File: src/rtl/axi4_burst_master.sv
// axi4_burst_master: one-outstanding AXI4 INCR burst engine; optional 4 KB guard via AXI4_BURST_MASTER_4K_CHECK_EN
module axi4_burst_master #(
  parameter int ADDR_W = 32,
  parameter int DATA_W = 256,
  parameter int ID_W = 1
) (
  input  logic                axi_aclk,
  input  logic                axi_areset,
  input  logic                cmd_valid,
  output logic                cmd_ready,
  input  logic                cmd_write,
  input  logic [ADDR_W-1:0]   cmd_addr,
  input  logic [7:0]          cmd_len,
  input  logic                wr_valid,
  output logic                wr_ready,
  input  logic [DATA_W-1:0]   wr_data,
  output logic                rd_valid,
  input  logic                rd_ready,
  output logic [DATA_W-1:0]   rd_data,
  output logic                rd_last,
  output logic                done_valid,
  output logic [1:0]          done_resp,
  output logic [ID_W-1:0]     m_axi_awid,
  output logic [ADDR_W-1:0]   m_axi_awaddr,
  output logic [7:0]          m_axi_awlen,
  output logic [2:0]          m_axi_awsize,
  output logic [1:0]          m_axi_awburst,
  output logic                m_axi_awlock,
  output logic [3:0]          m_axi_awcache,
  output logic [2:0]          m_axi_awprot,
  output logic [3:0]          m_axi_awqos,
  output logic [3:0]          m_axi_awregion,
  output logic                m_axi_awvalid,
  input  logic                m_axi_awready,
  output logic [DATA_W-1:0]   m_axi_wdata,
  output logic [DATA_W/8-1:0] m_axi_wstrb,
  output logic                m_axi_wlast,
  output logic                m_axi_wvalid,
  input  logic                m_axi_wready,
  input  logic [1:0]          m_axi_bresp,
  input  logic                m_axi_bvalid,
  output logic                m_axi_bready,
  output logic [ID_W-1:0]     m_axi_arid,
  output logic [ADDR_W-1:0]   m_axi_araddr,
  output logic [7:0]          m_axi_arlen,
  output logic [2:0]          m_axi_arsize,
  output logic [1:0]          m_axi_arburst,
  output logic                m_axi_arlock,
  output logic [3:0]          m_axi_arcache,
  output logic [2:0]          m_axi_arprot,
  output logic [3:0]          m_axi_arqos,
  output logic [3:0]          m_axi_arregion,
  output logic                m_axi_arvalid,
  input  logic                m_axi_arready,
  input  logic [DATA_W-1:0]   m_axi_rdata,
  input  logic [1:0]          m_axi_rresp,
  input  logic                m_axi_rlast,
  input  logic                m_axi_rvalid,
  output logic                m_axi_rready
);
  localparam int BYTES = DATA_W / 8;
  localparam logic [2:0] SIZE = 3'($clog2(BYTES));
  typedef enum logic [2:0] {IDLE, AW, W, B, AR, R, DONE} state_t;
  state_t state, state_n;
  logic [ADDR_W-1:0] addr_q;
  logic [7:0] len_q, beat_cnt;
  logic [1:0] resp_q;
  logic over4k, w_hs, r_hs;
`ifdef AXI4_BURST_MASTER_4K_CHECK_EN
  assign over4k = 17'(cmd_addr[11:0]) + (17'(cmd_len) + 17'd1) * 17'(BYTES) > 17'd4096;
`else
  assign over4k = 1'b0;
`endif
  assign cmd_ready = state == IDLE;
  assign m_axi_awid = '0;
  assign m_axi_awaddr = addr_q;
  assign m_axi_awlen = len_q;
  assign m_axi_awsize = SIZE;
  assign m_axi_awburst = 2'b01;
  assign m_axi_awlock = 1'b0;
  assign m_axi_awcache = '0;
  assign m_axi_awprot = '0;
  assign m_axi_awqos = '0;
  assign m_axi_awregion = '0;
  assign m_axi_awvalid = state == AW;
  assign m_axi_wvalid = state == W && wr_valid;
  assign wr_ready = state == W && m_axi_wready;
  assign m_axi_wdata = state == W ? wr_data : '0;
  assign m_axi_wstrb = '1;
  assign m_axi_wlast = state == W && beat_cnt == len_q;
  assign m_axi_bready = state == B;
  assign m_axi_arid = ID_W'(1);
  assign m_axi_araddr = addr_q;
  assign m_axi_arlen = len_q;
  assign m_axi_arsize = SIZE;
  assign m_axi_arburst = 2'b01;
  assign m_axi_arlock = 1'b0;
  assign m_axi_arcache = '0;
  assign m_axi_arprot = '0;
  assign m_axi_arqos = '0;
  assign m_axi_arregion = '0;
  assign m_axi_arvalid = state == AR;
  assign m_axi_rready = state == R && rd_ready;
  assign rd_valid = state == R && m_axi_rvalid;
  assign rd_data = m_axi_rdata;
  assign rd_last = state == R && m_axi_rlast;
  assign done_valid = state == DONE;
  assign done_resp = resp_q;
  assign w_hs = m_axi_wvalid && m_axi_wready;
  assign r_hs = m_axi_rvalid && m_axi_rready;
  // state register; reset aborts any burst and drops every valid at once
  always_ff @(posedge axi_aclk or posedge axi_areset)
    if (axi_areset) state <= IDLE;
    else state <= state_n;
  // phase sequencing driven by command, address, data and response handshakes
  always_comb begin
    state_n = state;
    case (state)
      IDLE: if (cmd_valid) state_n = over4k ? DONE : cmd_write ? AW : AR;
      AW: if (m_axi_awready) state_n = W;
      W: if (w_hs && m_axi_wlast) state_n = B;
      B: if (m_axi_bvalid) state_n = DONE;
      AR: if (m_axi_arready) state_n = R;
      R: if (r_hs && m_axi_rlast) state_n = DONE;
      DONE: state_n = IDLE;
      default: state_n = IDLE;
    endcase
  end
  // command latch, beat counting and final response accumulation
  always_ff @(posedge axi_aclk or posedge axi_areset)
    if (axi_areset) begin
      addr_q <= '0;
      len_q <= '0;
      beat_cnt <= '0;
      resp_q <= '0;
    end else begin
      if (state == IDLE && cmd_valid) begin
        addr_q <= cmd_addr;
        len_q <= cmd_len;
        beat_cnt <= '0;
        resp_q <= over4k ? 2'b10 : 2'b00;
      end
      if (w_hs || r_hs) beat_cnt <= beat_cnt + 8'd1;
      if (state == B && m_axi_bvalid) resp_q <= m_axi_bresp;
      if (r_hs) resp_q <= m_axi_rlast && beat_cnt != len_q ? 2'b10 : m_axi_rresp > resp_q ? m_axi_rresp : resp_q;
    end
endmodule
File: config.mk
export PLATFORM = sky130hd
export DESIGN_NAME = axi4_burst_master
export DESIGN_NICKNAME = d
export VERILOG_FILES = /design/src/rtl/axi4_burst_master.sv
export SDC_FILE = /design/constraint.sdc
export NUM_CORES = 1
export LEC_CHECK = 0
export BUFFER_PORTS_ARGS = -buffer_cell sky130_fd_sc_hd__buf_2
export CAP_MARGIN = 10
export CORE_AREA = 2 2 487 489
export CTS_BUF_LIST = sky130_fd_sc_hd__clkbuf_4 sky130_fd_sc_hd__clkbuf_8 sky130_fd_sc_hd__clkbuf_16
export CTS_CLUSTER_SIZE = 10
export DETAILED_ROUTE_END_ITERATION = 10
export DIE_AREA = 0 0 489 491
export PLACE_DENSITY_LB_ADDON = 0.2
export SLEW_MARGIN = 20
export SYNTH_ARGS = -nofsm -noshare
export SYNTH_HDL_FRONTEND = slang
export SYNTH_SLANG_ARGS = --single-unit
File: constraint.sdc
create_clock -name axi_aclk -period 6.2 [get_ports axi_aclk]
set_input_delay 1.86 -clock axi_aclk [delete_from_list [all_inputs] [get_ports axi_aclk]]
set_output_delay 1.86 -clock axi_aclk [all_outputs]
set_load 0.005 [all_outputs]
### Yosys cells after proc, flatten, opt, wreduce, memory -nomap -nowiden

Index checks and enable logic that the tools add are counted.

| cells by class | value |
|---|---|
| reductions and logical operators | 19 |
| add/sub/neg operators | 1 |
| eq/ne operators | 15 |
| magnitude comparators | 1 |
| mux-type cells | 16 |

Operators with widths:

| cell | count |
|---|---|
| 256-bit two-way mux | 1 |
| 3-bit two-way mux | 7 |
| 3-bit one-hot mux with 6 select lines | 1 |
| 8-bit two-way mux | 2 |
| 1-bit logical AND | 13 |
| 2-bit two-way mux | 5 |
| 3-bit equality test (second input constant) | 3 |
| 8-bit by 1-bit adder with 8-bit output (second input constant) | 1 |
| 8-bit equality test | 1 |
| 2-bit by 1-bit inequality test with 1-bit output (second input constant) | 4 |
| 8-bit inequality test | 1 |
| 3-bit by 2-bit equality test with 1-bit output (second input constant) | 2 |
| 6-bit AND reduction | 1 |
| 2-bit inequality test (second input constant) | 2 |
| 3-bit by 1-bit equality test with 1-bit output (second input constant) | 1 |
| 3-bit logical NOT | 1 |
| 3-bit by 1-bit inequality test with 1-bit output (second input constant) | 1 |
| 3-bit nonzero test | 1 |
| 2-bit > comparator | 1 |
| 2-bit AND reduction | 1 |
| 2-bit nonzero test | 1 |
| 1-bit logical OR | 1 |

| word-level totals | value |
|---|---|
| input bits | 568 |
| register bits | 53 |
| word-level logic and storage cells | 57 |

### Longest topological paths before layout

| logic depth | value |
|---|---|
| word-level depth | 6 |
| gate-level depth with buffers | 7 |

### Worst setup path before layout

OpenSTA, ideal clock, no wires.

| timing path | value |
|---|---|
| path type | in2out |
| from | in rd_ready |
| to | out m_axi_rready |
| setup slack | 2.247 ns |
| path buffers | 0 |
| stages | 1 |
| data required time | 4.340 ns |
| arrival time | 2.093 ns |
| cell sequence | and4b_1 |

| between the ends | value |
|---|---|
| word-level cells in the longest chain between the ends | 1 |

RTL lines:

| item | line | text |
|---|---|---|
| start, declared | 18 | `input logic rd_ready,` |
| 1-bit logical AND | 103 | `assign m_axi_rready = state == R && rd_ready;` |
| end, declared | 59 | `output logic m_axi_rready` |

Every way passes these cells.

### Worst setup path in the final report

Same ends and word-level chain as after synthesis.

==> results.py <==
metrics = {
    "layout": {
        "area_delta_synth_final_pct": 71.2,
        "final_cells": 4420,
        "final_cell_mix": "buf_2, and2_1, conb_1",
        "mostFrequentLayoutCell": "buf_2",
        "nets": 1770,
        "utilization_pct": 5.11,
        "drive_above_1_share_pct": 60.2,
        "final_area_mm2": 0.0120,
    },
    "clock_network": {
        "clk_pin_slew_ns": 0.10,
        "holdBufCountCts": 0,
        "clock_latency_ns": 0.35,
        "cts-htree-levels": 2,
        "clockBufferDepth": 2,
        "cts-root-buf": "clkbuf_16",
        "cts_resized": 0,
        "post-cts-setup-buffers": 0,
        "clock_sinks": 53,
        "cts_tree": "yes",
        "cts_buffers": 5,
    },
    "timing": {
        "hold_violations": 0,
        "finalClockSkew_ns": 0.0257,
        "fmax_ghz": 0.220,
        "slew_headroom_pct": 44.7,
        "rsz0062_at_grt": "false",
        "setup_viol": 0,
        "worstMarginPinSlew_ns": 0.830,
        "finalSetupTns_ns": 0,
        "finalCriticalPeriod_ns": 4.55,
        "min_period_over_period_pct": 73.4,
        "drv_slew": 0,
        "setup_ws_ns": 1.65,
    },
    "placed_design": {
        "gp_congestion": 0.826,
        "hpwl_um": 154000,
        "dp_slack_ns": 1.63,
        "dp.cells": 4342,
        "io_buffers": 660,
        "place_area_mm2": 0.0116,
    },
    "pwr": {
        "power.density_mw_per_mm2": 273,
        "ir_drop_mv": 0.114,
        "power.static_leakage_nw": 5.19,
    },
    "critical_path": {
        "cp_common_cell": "buf_2",
        "cp.arrival_ns": 2.69,
        "max_stage_delay_ns": 0.51,
        "reg2reg_depth": 4,
        "end_kind": "output pin",
        "r2r_setup_slack_ns": 3.59,
        "reg2reg_to": "m_axi_araddr[15]",
        "worst_r2r_startpoint": "state[0]",
        "cp-start-kind": "input pin",
        "crit_chain": "buf_2, and4b_1, buf_2",
        "timing_worst_setup_path_type": "input pin to output pin",
        "critical_path_required_ns": 4.34,
        "worst_path_max_delay_cell": "and4b_1",
        "worst-path-max-fanout": 4,
    },
    "logic_synthesis": {
        "async_flop_share_pct": 100,
        "synthCells": 863,
        "syn-cell-area_mm2": 0.00700,
        "syn_avg_cell_area_um2": 8.11,
        "ys_ff_latch": 53,
        "yosys_most_used_dff": "dfrtp_1",
        "yosysSeqAreaShare_pct": 18.9,
        "ys_warn_count": 0,
        "synth_cell_types": 38,
        "synth_edf_count": 0,
    },
    "flow_run": {
        "maxCapViolations": 0,
    },
    "drt": {
        "avgRoutedWirePerCell_um": 36.2,
        "remaining_drc_errors": 0,
        "vias_per_cell": 1.76,
        "firstDrtPassIters": 4,
        "vias": 7763,
        "ant_nets": 0,
        "routed_wirelength_um": 160000,
        "drt_iter0_markers": 290,
    },
    "die": {
        "die-area_mm2": 0.240,
        "initial_core_util_pct": 2.99,
        "coreArea_mm2": 0.235,
        "rows": 178,
        "dieHeight_um": 491,
        "die_w_um": 489,
        "ios": 1249,
    },
    "hold_path": {
        "hold_path.class": "register to register",
        "hold_end": "beat_cnt[7]",
        "hold_path.startpoint": "beat_cnt[7]",
        "hold_path_depth": 1,
    },
    "global_route": {
        "overflow": 0,
        "grt_pass1_wl_um": 176000,
        "track_usage_pct": 12.8,
        "antenna_found_initial": 226,
        "grt_pass1_vias": 7086,
        "grt_max_degree": 179,
    },
    "run_status": {
        "status": "finished clean",
    },
}
sequential cells by signal, indices dropped and copies added, names as in the netlist:
name,flops
state,3
m_axi_araddr,32
beat_cnt,8
m_axi_arlen,8
done_resp,2
worst max path at each step:
stage / from / endpoint / slack [ns] / cells past startpoint
floorplan: rd_ready / m_axi_rready / 2.25 / 1
global route: state[0] / m_axi_wdata[198] / 1.60 / 4
global placement: rd_ready / m_axi_rready / 1.64 / 3
detailed placement: rd_ready / m_axi_rready / 1.63 / 3
CTS: rd_ready / m_axi_rready / 1.62 / 3
finish: rd_ready / m_axi_rready / 1.65 / 3
layer usage:
metal,global-route usage [%],up-vias,part of all wire [%]
li1,-,3010,-
met1,6.91,3221,19
met2,21.9,1026,47
met3,18.3,430,31
met4,2.83,76,3.3
met5,0,-,0.29
stage by stage:
stage               hold WS, ns  power (mW)
finish                    0.500        3.28
global route              0.514        3.60
floorplan                 0.466        1.76
detailed placement        0.489        3.06
CTS                       0.503        3.49
global placement          0.492        3.07
area by class of cell:
cell class	instances	area (µm²)
timing repair buffer	664	3360
inverter	6	22.5
clock inverter	3	47.5
clock buffer	5	125
multi-input combinational	469	2990
tap	3150	3940
sequential	53	1330
fill	28000	223000
antenna	70	175
synth_stat cells, types with 2 or more instances:
cell type	count	share of area [%]
nand4_1	4	0.36
a32o_1	2	0.29
conb_1	2	0.11
nand2_1	11	0.59
nor3_1	2	0.14
clkbuf_1	29	1.6
and3_1	3	0.27
a31oi_1	2	0.18
buf_4	372	40
xor2_1	11	1.4
o21ai_0	10	0.71
mux2_2	40	6.4
nor2_1	11	0.59
buf_2	8	0.57
nor2b_1	4	0.36
a211oi_1	2	0.21
a221o_1	2	0.29
and2_1	262	23
inv_1	6	0.32
mux2i_1	2	0.29
nand2b_1	2	0.18
dfrtp_1	53	19
ha_1	3	0.54
nand3_1	3	0.21
nor4_1	2	0.18
nor4_2	2	0.36
and3_2	2	0.21
power by group:
group	total, mW	switching (mW)	internal (mW)
Sequential	0.688	0.187	0.501
Combinational	2.20	1.36	0.839
Clock	0.391	0.195	0.196
kinds of logic (layout without fill, tap and decap cells):
| kind of cell | Yosys count | count (layout) | share of synthesized area [%] |
|---|---|---|---|
| AOI/OAI and AO/OA | 25 | 25 | 2.48 |
| xor gates and xnor gates | 11 | 11 | 1.38 |
| adders and majority gates | 3 | 3 | 0.536 |
| buffers and inverters | 415 | 678 | 42.3 |
| DFF | 53 | 53 | 18.9 |
| muxes | 42 | 42 | 6.72 |
| other | 2 | 146 | 0.107 |
| and+or+nand+nor | 312 | 312 | 27.5 |
critical path: cells and delay by family:
family        cells  cell delay [ns]
buf+inv           2             0.32
simple gates      1             0.51
Note: power is estimated with default switching activity, not from simulation.
